[config.mk]
export PLATFORM = sky130hd
export DESIGN_NAME = pdm_audio_tx
export DESIGN_NICKNAME = d
export VERILOG_FILES = /design/src/rtl/pdm_audio_tx.sv
export SDC_FILE = /design/constraint.sdc
export NUM_CORES = 1
export LEC_CHECK = 0
export BUFFER_PORTS_ARGS = -buffer_cell sky130_fd_sc_hd__buf_2
export CORE_MARGIN = 2
export CORE_UTILIZATION = 60
export CTS_BUF_LIST = sky130_fd_sc_hd__clkbuf_2
export CTS_CLUSTER_SIZE = 20
export DETAILED_ROUTE_END_ITERATION = 7
export PLACE_DENSITY = 0.78
export SLEW_MARGIN = 20
export SYNTH_ARGS = -nofsm -noshare
export SYNTH_HDL_FRONTEND = slang
export SYNTH_SLANG_ARGS = --single-unit
[constraint.sdc]
create_clock -name clk_i -period 2.99 [get_ports clk_i]
set_input_delay 0 -clock clk_i [delete_from_list [all_inputs] [get_ports clk_i]]
set_output_delay 0 -clock clk_i [all_outputs]
set_load 0.005 [all_outputs]
[src/rtl/pdm_audio_tx.sv]
// First-order sigma-delta PDM transmitter fed by a small sample FIFO over valid/ready.
// Define PDM_TX_DITHER_EN to add a 16-bit LFSR carry-in that breaks idle tones.
module pdm_audio_tx #(
  parameter int FREQ_DIV   = 32,
  parameter int OSR        = 128,
  parameter int SAMPLE_W   = 8,
  parameter int FIFO_DEPTH = 4
) (
  input  logic                clk_i,
  input  logic                rst_ni,
  input  logic                en_i,
  input  logic [SAMPLE_W-1:0] sample_i,
  input  logic                sample_valid_i,
  output logic                sample_ready_o,
  output logic                pdm_o,
  output logic                bit_tick_o,
  output logic                underrun_o
);
  localparam int DIV_W = $clog2(FREQ_DIV);
  localparam int BIT_W = $clog2(OSR);
  localparam int PTR_W = $clog2(FIFO_DEPTH);
  localparam int CNT_W = $clog2(FIFO_DEPTH + 1);

  localparam logic [DIV_W-1:0]    DIV_LAST = DIV_W'(FREQ_DIV - 1);
  localparam logic [BIT_W-1:0]    BIT_LAST = BIT_W'(OSR - 1);
  localparam logic [CNT_W-1:0]    CNT_FULL = CNT_W'(FIFO_DEPTH);
  localparam logic [SAMPLE_W-1:0] MIDSCALE = {1'b1, {(SAMPLE_W-1){1'b0}}};

  localparam logic [1:0] ST_IDLE = 2'd0;
  localparam logic [1:0] ST_LOAD = 2'd1;
  localparam logic [1:0] ST_RUN  = 2'd2;

  // Accumulator update: the carry out of this sum is the PDM bit.
  function automatic logic [SAMPLE_W:0] mod_sum(input logic [SAMPLE_W-1:0] acc,
                                                input logic [SAMPLE_W-1:0] smp,
                                                input logic                cin);
    return {1'b0, acc} + {1'b0, smp} + {{SAMPLE_W{1'b0}}, cin};
  endfunction

  logic [SAMPLE_W-1:0] mem_q [FIFO_DEPTH];
  logic [PTR_W-1:0]    wr_ptr_q, wr_ptr_d, rd_ptr_q, rd_ptr_d;
  logic [CNT_W-1:0]    count_q, count_d;
  logic                push, pop, fifo_empty;
  logic [SAMPLE_W-1:0] fifo_head;

  logic [1:0]          state_q, state_d;
  logic [SAMPLE_W-1:0] acc_q, acc_d;
  logic [SAMPLE_W-1:0] cur_q, cur_d;
  logic [DIV_W-1:0]    div_q, div_d;
  logic [BIT_W-1:0]    bitc_q, bitc_d;
  logic                pdm_q, pdm_d;
  logic                tick_q, tick_d;
  logic                under_q, under_d;
  logic                cin;
  logic [SAMPLE_W:0]   sum;

  assign sample_ready_o = (count_q != CNT_FULL);
  assign push           = sample_valid_i & sample_ready_o;
  assign fifo_empty     = (count_q == '0);
  assign fifo_head      = mem_q[rd_ptr_q];

  assign pdm_o      = pdm_q;
  assign bit_tick_o = tick_q;
  assign underrun_o = under_q;

`ifdef PDM_TX_DITHER_EN
  logic [15:0] lfsr_q;

  // x^16+x^14+x^13+x^11+1, stepped once per emitted bit.
  always_ff @(posedge clk_i or negedge rst_ni) begin
    if (!rst_ni) begin
      lfsr_q <= 16'hACE1;
    end else if (tick_d) begin
      lfsr_q <= {lfsr_q[0] ^ lfsr_q[2] ^ lfsr_q[3] ^ lfsr_q[5], lfsr_q[15:1]};
    end
  end

  assign cin = lfsr_q[0];
`else
  assign cin = 1'b0;
`endif

  assign sum = mod_sum(acc_q, cur_q, cin);

  always_comb begin
    state_d = state_q;
    acc_d   = acc_q;
    cur_d   = cur_q;
    div_d   = div_q;
    bitc_d  = bitc_q;
    pdm_d   = pdm_q;
    tick_d  = 1'b0;
    under_d = 1'b0;
    pop     = 1'b0;
    case (state_q)
      ST_LOAD: begin
        state_d = ST_RUN;
        if (fifo_empty) begin
          cur_d   = MIDSCALE;
          under_d = 1'b1;
        end else begin
          cur_d = fifo_head;
          pop   = 1'b1;
        end
      end
      ST_RUN: begin
        if (!en_i) begin
          state_d = ST_IDLE;
          acc_d   = '0;
          cur_d   = '0;
          div_d   = '0;
          bitc_d  = '0;
          pdm_d   = 1'b0;
        end else if (div_q == DIV_LAST) begin
          div_d  = '0;
          pdm_d  = sum[SAMPLE_W];
          acc_d  = sum[SAMPLE_W-1:0];
          tick_d = 1'b1;
          // Last bit of the frame already used the old sample; swap in the next one.
          if (bitc_q == BIT_LAST) begin
            bitc_d = '0;
            if (fifo_empty) begin
              under_d = 1'b1;
            end else begin
              cur_d = fifo_head;
              pop   = 1'b1;
            end
          end else begin
            bitc_d = bitc_q + BIT_W'(1);
          end
        end else begin
          div_d = div_q + DIV_W'(1);
        end
      end
      default: begin
        acc_d   = '0;
        div_d   = '0;
        bitc_d  = '0;
        pdm_d   = 1'b0;
        state_d = en_i ? ST_LOAD : ST_IDLE;
      end
    endcase
  end

  always_comb begin
    wr_ptr_d = push ? wr_ptr_q + PTR_W'(1) : wr_ptr_q;
    rd_ptr_d = pop  ? rd_ptr_q + PTR_W'(1) : rd_ptr_q;
    case ({push, pop})
      2'b10:   count_d = count_q + CNT_W'(1);
      2'b01:   count_d = count_q - CNT_W'(1);
      default: count_d = count_q;
    endcase
  end

  always_ff @(posedge clk_i) begin
    if (push) begin
      mem_q[wr_ptr_q] <= sample_i;
    end
  end

  always_ff @(posedge clk_i or negedge rst_ni) begin
    if (!rst_ni) begin
      wr_ptr_q <= '0;
      rd_ptr_q <= '0;
      count_q  <= '0;
      state_q  <= ST_IDLE;
      acc_q    <= '0;
      cur_q    <= '0;
      div_q    <= '0;
      bitc_q   <= '0;
      pdm_q    <= 1'b0;
      tick_q   <= 1'b0;
      under_q  <= 1'b0;
    end else begin
      wr_ptr_q <= wr_ptr_d;
      rd_ptr_q <= rd_ptr_d;
      count_q  <= count_d;
      state_q  <= state_d;
      acc_q    <= acc_d;
      cur_q    <= cur_d;
      div_q    <= div_d;
      bitc_q   <= bitc_d;
      pdm_q    <= pdm_d;
      tick_q   <= tick_d;
      under_q  <= under_d;
    end
  end

endmodule

Word level (Yosys, flattened, before mapping)
Memories as Yosys holds them, arrays and structs flattened.
Index checks and enable logic that the tools add are counted.
W data, S select, Z words.
Cells by class
  $add $sub $neg: 7
  eq/ne operators: 11
  multiplexer cells: 38
  bitwise logic cells: 2
  reduce and logical (&&, ||, !) cells: 5
Operator list (number)
  $mux W8: 7
  $pmux W8 S2: 2
  $mux W7: 3
  $mux W1: 16
  $pmux W7 S2: 1
  $ne A3 B3 Y1 const B: 4
  $mux W5: 2
  $pmux W5 S2: 1
  $add A8 B8 Y9: 1
  $add A7 B1 Y7 const B: 1
  $eq A7 B7 Y1 const B: 1
  $pmux W1 S2: 3
  $pmux W3 S2: 1
  $add A5 B1 Y5 const B: 1
  $eq A5 B5 Y1 const B: 1
  $add A2 B1 Y2 const B: 2
  $eq A2 B1 Y1 const B: 2
  $eq A2 B2 Y1 const B: 2
  $pmux W2 S2: 1
  $reduce_and A4 Y1: 1
  $reduce_bool A2 Y1: 2
  $add A3 B1 Y3 const B: 1
  $logic_not A3 Y1: 1
  $sub A3 B1 Y3 const B: 1
  other kinds (5): 5
Word-level totals
  bits in registers: 40
  bits in writable memories: 32
  bits of input ports: 12
  output and inout port bits: 4
  logic and storage cells: 75
  memories kept: 1
Memory list
  mem_q: words 4, bits a word 8, read ports 1, clocked after memory_dff 0, wr ports 1, RTL line 40  | logic [SAMPLE_W-1:0] mem_q [FIFO_DEPTH];

Logic depth before layout (Yosys ltp)
  depth in word-level cells: 8
  depth in mapped cells: 12
  mapped depth without buffers: 12

Worst setup path after synthesis
Ideal clock, no wire load.
  path type: flip-flop to flip-flop
  start: register div_q[0]
  end: register count_q[2]
  library setup time: 0.079 ns
  arrival: 2.282 ns
  required time: 2.911 ns
  path slack: 0.629 ns
  stages on the path, launching flop included: 13
  buffers on the path: 0
  clock period less this slack: 2.361 ns
  cells stage by stage: dfrtp_1 -> ha_1 -> and3_1 -> ha_1 -> and3_1 -> a31oi_1 -> nor3_2 -> ha_1 -> inv_1 -> fa_1 -> xor2_1 -> nor2_1 -> xor2_1
Between the ends
  word-level cells in the longest chain between the ends: 6
  elaborated cells between the ends (all ways): 8
  classes of those cells: eq/ne: 3; mux: 4; reduce/logical: 1
RTL lines
  from (decl): RTL line 49  | logic [DIV_W-1:0] div_q, div_d;
  from (signal assigned): RTL line 181  | div_q <= div_d;
  $eq A5 B5 Y1 *: RTL line 114  | end else if (div_q == DIV_LAST) begin
  $mux W1 *: RTL line 114
  $mux W1 *: RTL line 107  | if (!en_i) begin
  $pmux W1 S2 *: RTL line 95  | case (state_q)
  via pop: RTL line 43  | logic push, pop, fifo_empty;
  $eq A2 B1 Y1 or $eq A2 B2 Y1 (tied branches): RTL line 148  | case ({push, pop})
  $pmux W3 S2 or $reduce_bool A2 Y1 (tied branches)
  to (signal assigned): RTL line 177  | count_q <= count_d;
  to (decl): RTL line 42  | logic [CNT_W-1:0] count_q, count_d;
Mark *: on every way through the listed nets, which the timed path passes. The rest lies on a longest branch.
A chain may end at the register's enable or synchronous reset.

Final worst setup path
  start: register state_q[0]
  end: register count_q[2]
Between the ends
  word-level cells in the longest chain between the ends: 4
  elaborated cells between the ends (all ways): 7
  classes of those cells: eq/ne: 4; mux: 2; reduce/logical: 1
RTL lines
  from (decl): RTL line 46  | logic [1:0] state_q, state_d;
  from (signal assigned): RTL line 178  | state_q <= state_d;
  $eq A2 B2 Y1 or $eq A2 B1 Y1 (tied branches): RTL line 95
  $pmux W1 S2 *: RTL line 95
  via pop: RTL line 43
  $eq A2 B1 Y1 or $eq A2 B2 Y1 (tied branches): RTL line 148
  $pmux W3 S2 or $reduce_bool A2 Y1 (tied branches)
Marks and branches as above.

==> summary.txt <==
STA
  • Final Skew: 0.0263 ns
  • Achievable Freq: 379 MHz
  • Final slew viol count: 0
  • Final min period: 2.64 ns
  • RSZ-0062 raised after global routing: no
  • Worst Tran Pin Value: 0.873 ns
  • Rel. slew slack: 41.8%
  • Final hold violation count: 0
  • Setup TNS: 0 ns
  • Hold Worst Slack: 0.120 ns
  • Fin crit share: 88.2%
  • Final setup viols: 0

Synth
  • Most common flop cell mapped by yosys: dfrtp_1
  • Share of the yosys chip area belonging to registers: 57.0%
  • EDFF count, synth: 32
  • Yosys cell types: 49
  • Ys async rst share: 55.6%
  • Synth area leaders: dfrtp_1, edfxtp_1, ha_1
  • Synthesized area: 3440 µm²
  • Syn Nets: 283
  • Top-area cell type share of the netlist area: 29.1%
  • Mapped Cells: 251
  • Synth Register Bits: 72
  • Synthesis Warnings: 0
  • Synth area leader: dfrtp_1
  • Syn avg cell area: 13.7 µm²

Worst setup path
  • Crit path DAT: 3.07 ns
  • Worst EP required: 3.43 ns
  • R2R setup slack: 0.35 ns
  • R2R Path Start: state_q[0]$_DFFE_PN0P_
  • Crit Path Category: flop to flop
  • Worst setup EP type: flop
  • Cell Chain, Critical Path: inv_1 > ha_1 > and3_1 > a31oi_1 > nor3_2 > ha_1 > inv_1 > fa_1 > xor2_1 > nor2_1 > xor2_1
  • Reg2reg end: count_q[2]$_DFFE_PN0P_
  • Critical Path Source Type: flop
  • CP startpoint: state_q[0]$_DFFE_PN0P_
  • CP max stage delay: 0.44 ns
  • R2R depth: 11
  • Slowest cell on crit path: dfrtp_1
  • CP max FO: 8

Routing
  • Mean routed wirelength per cell: 15.6 µm
  • Routed Antenna Nets: 0
  • Routed vias/inst: 5.54
  • Vias: 1989
  • DR pass1 iterations: 4
  • First DRT Iteration DRCs: 57
  • Total Routed Length: 5600 µm
  • DRC viols: 0

Cells and area
  • Most common cell after layout, fill and taps aside: dfrtp_1
  • Commonest cells after routing, fill and taps aside: dfrtp_1, edfxtp_1, nand2_1
  • Layout cells sized above 1: 19.5%
  • Fill count: 374
  • Finished Core Util: 69.2%
  • Antenna Cells: 0
  • Nets: 314
  • Design area: 3810 µm²
  • Syn-to-layout area delta: 10.7%

CTS
  • Clk_lat worst skew: 0.50 ns
  • CTS resizes: 0
  • Clock Tree Buf Depth: 2
  • CTS root buffer: clkbuf_2
  • Clock Pin Slew Worst Setup and Hold Paths: 0.22 ns
  • CTS tree: built
  • H-tree levels: 3
  • Post-CTS Setup Bufs: 0
  • TritonCTS buffer count: 9
  • Clock sinks: 72

Place
  • DP HPWL: 3650 µm
  • PortBufs: 15
  • Cell area after placement: 3560 µm²
  • Gpl congestion: 0.753

GRT
  • Overall routing resource usage: 20.6%
  • GR Overflow Total: 0
  • Initial antenna violation count: 0
  • Largest net degree at the start of global routing: 41
  • First-pass GRT wire length: 9740 µm
  • Number of global-route vias before repair: 2038

Status
  • Status: completed

Floorplan
  • Die W: 79.7 µm
  • Die Ht: 79.7 µm
  • Die area: 6360 µm²
  • Core area: 5510 µm²
  • Initial core utilization: 62.5%
  • Num rows: 27
  • Ports: 16

Flow run
  • Max-Cap Viols: 0

Pwr
  • Maximum vdd drop: 0.713 mV
  • Final Power: 3.41 mW
  • Pwr per Cell Area: 895 nW/µm²
  • Lkg Pwr: 1.65 nW

Worst hold path
  • Type of the worst min-delay path: input pin to asynchronous set/reset pin
-- worst max-delay path, delay by kind of cell, from the launching register on --
kind                     cells  cell delay [ns]
flip-flops                   1             0.44
XOR/XNOR                     2             0.31
adder cells (fa/ha/maj)      3             0.98
AO/OA/AOI/OAI                1             0.14
AND/OR/NAND/NOR              3             0.59
buffers and inverters        2             0.12
-- routing by layer --
| metal | vias up | GRT usage [%] | wire [µm] | part of all wire [%] |
|---|---|---|---|---|
| met4 | 0 | 7.24 | 80 | 1.4 |
| met1 | 976 | 27.4 | 2640 | 47 |
| li1 | 981 | - | - | - |
| met2 | 25 | 33.6 | 2730 | 49 |
| met3 | 7 | 4.75 | 146 | 2.6 |
| met5 | - | 0 | 0 | 0 |
-- power breakdown --
| part | switching [mW] | leakage [nW] | internal [mW] |
|---|---|---|---|
| sequential | 0.193 | 0.818 | 1.28 |
| clock | 0.359 | 0.0722 | 0.276 |
| combinational | 0.637 | 0.755 | 0.661 |
-- state kept, by name (all words and copies together) (netlist names) --
name,count
rd_ptr_q,2
underrun_o,1
cur_q,8
bit_tick_o,1
wr_ptr_q,2
state_q,2
bitc_q,7
div_q,5
acc_q,8
mem_q,32
count_q,3
pdm_o,1
-- worst max path at each step --
stage,end,slack [ns],cells after the start
after floorplan,count_q[2]$_DFFE_PN0P_,0.63,12
after global placement,count_q[2]$_DFFE_PN0P_,0.48,11
after detailed placement,count_q[2]$_DFFE_PN0P_,0.40,11
after CTS,count_q[2]$_DFFE_PN0P_,0.35,11
after global routing,count_q[2]$_DFFE_PN0P_,0.15,11
final,count_q[2]$_DFFE_PN0P_,0.35,11
-- synth_stat cells, drive strengths merged (8+ instances only) --
library cell,number
dfrtp,40
edfxtp,32
nand2,20
ha,18
o21ai,13
nor2,12
inv,10
nor2b,10
and3,9
xnor2,9
mux2,8
mux4,8
xor2,8
-- cell type report --
type                    count  area [µm²]  area share, %
multi-input cells         162        1390           36.4
inverters                  10        37.5          0.986
repair buffers             27         193           5.06
clock inverters             7        95.1           2.50
flip-flops and latches     72        1960           51.5
clock buffers               9        45.0           1.18
well taps                  72        90.1           2.37
-- timing repair --
action                                  CTS  global route
endpoints found under the setup margin    0             0
endpoints found under the hold margin    80             0
hold buffers                             11             0
-- metrics by stage --
| step | std cells | setup WS (ns) |
|---|---|---|
| global route | 359 | 0.151 |
| floorplan | 251 | 0.629 |
| CTS | 359 | 0.351 |
| detailed placement | 332 | 0.402 |
| global placement | 332 | 0.483 |
| finish | 359 | 0.353 |
-- kinds of logic (layout without fill, tap and decap cells) --
group                    count (synthesis)  count (layout)  synth area share, %
AO/OA/AOI/OAI                           38              38                 7.93
XOR/XNOR                                17              17                 4.33
adder cells (fa/ha/maj)                 20              20                 7.71
buffers and inverters                   17              53                 2.69
flip-flops                              72              72                 57.0
multiplexers                            18              18                 9.67
AND/OR/NAND/NOR                         69              69                 10.7
Note: power is estimated with default switching activity, not from simulation.
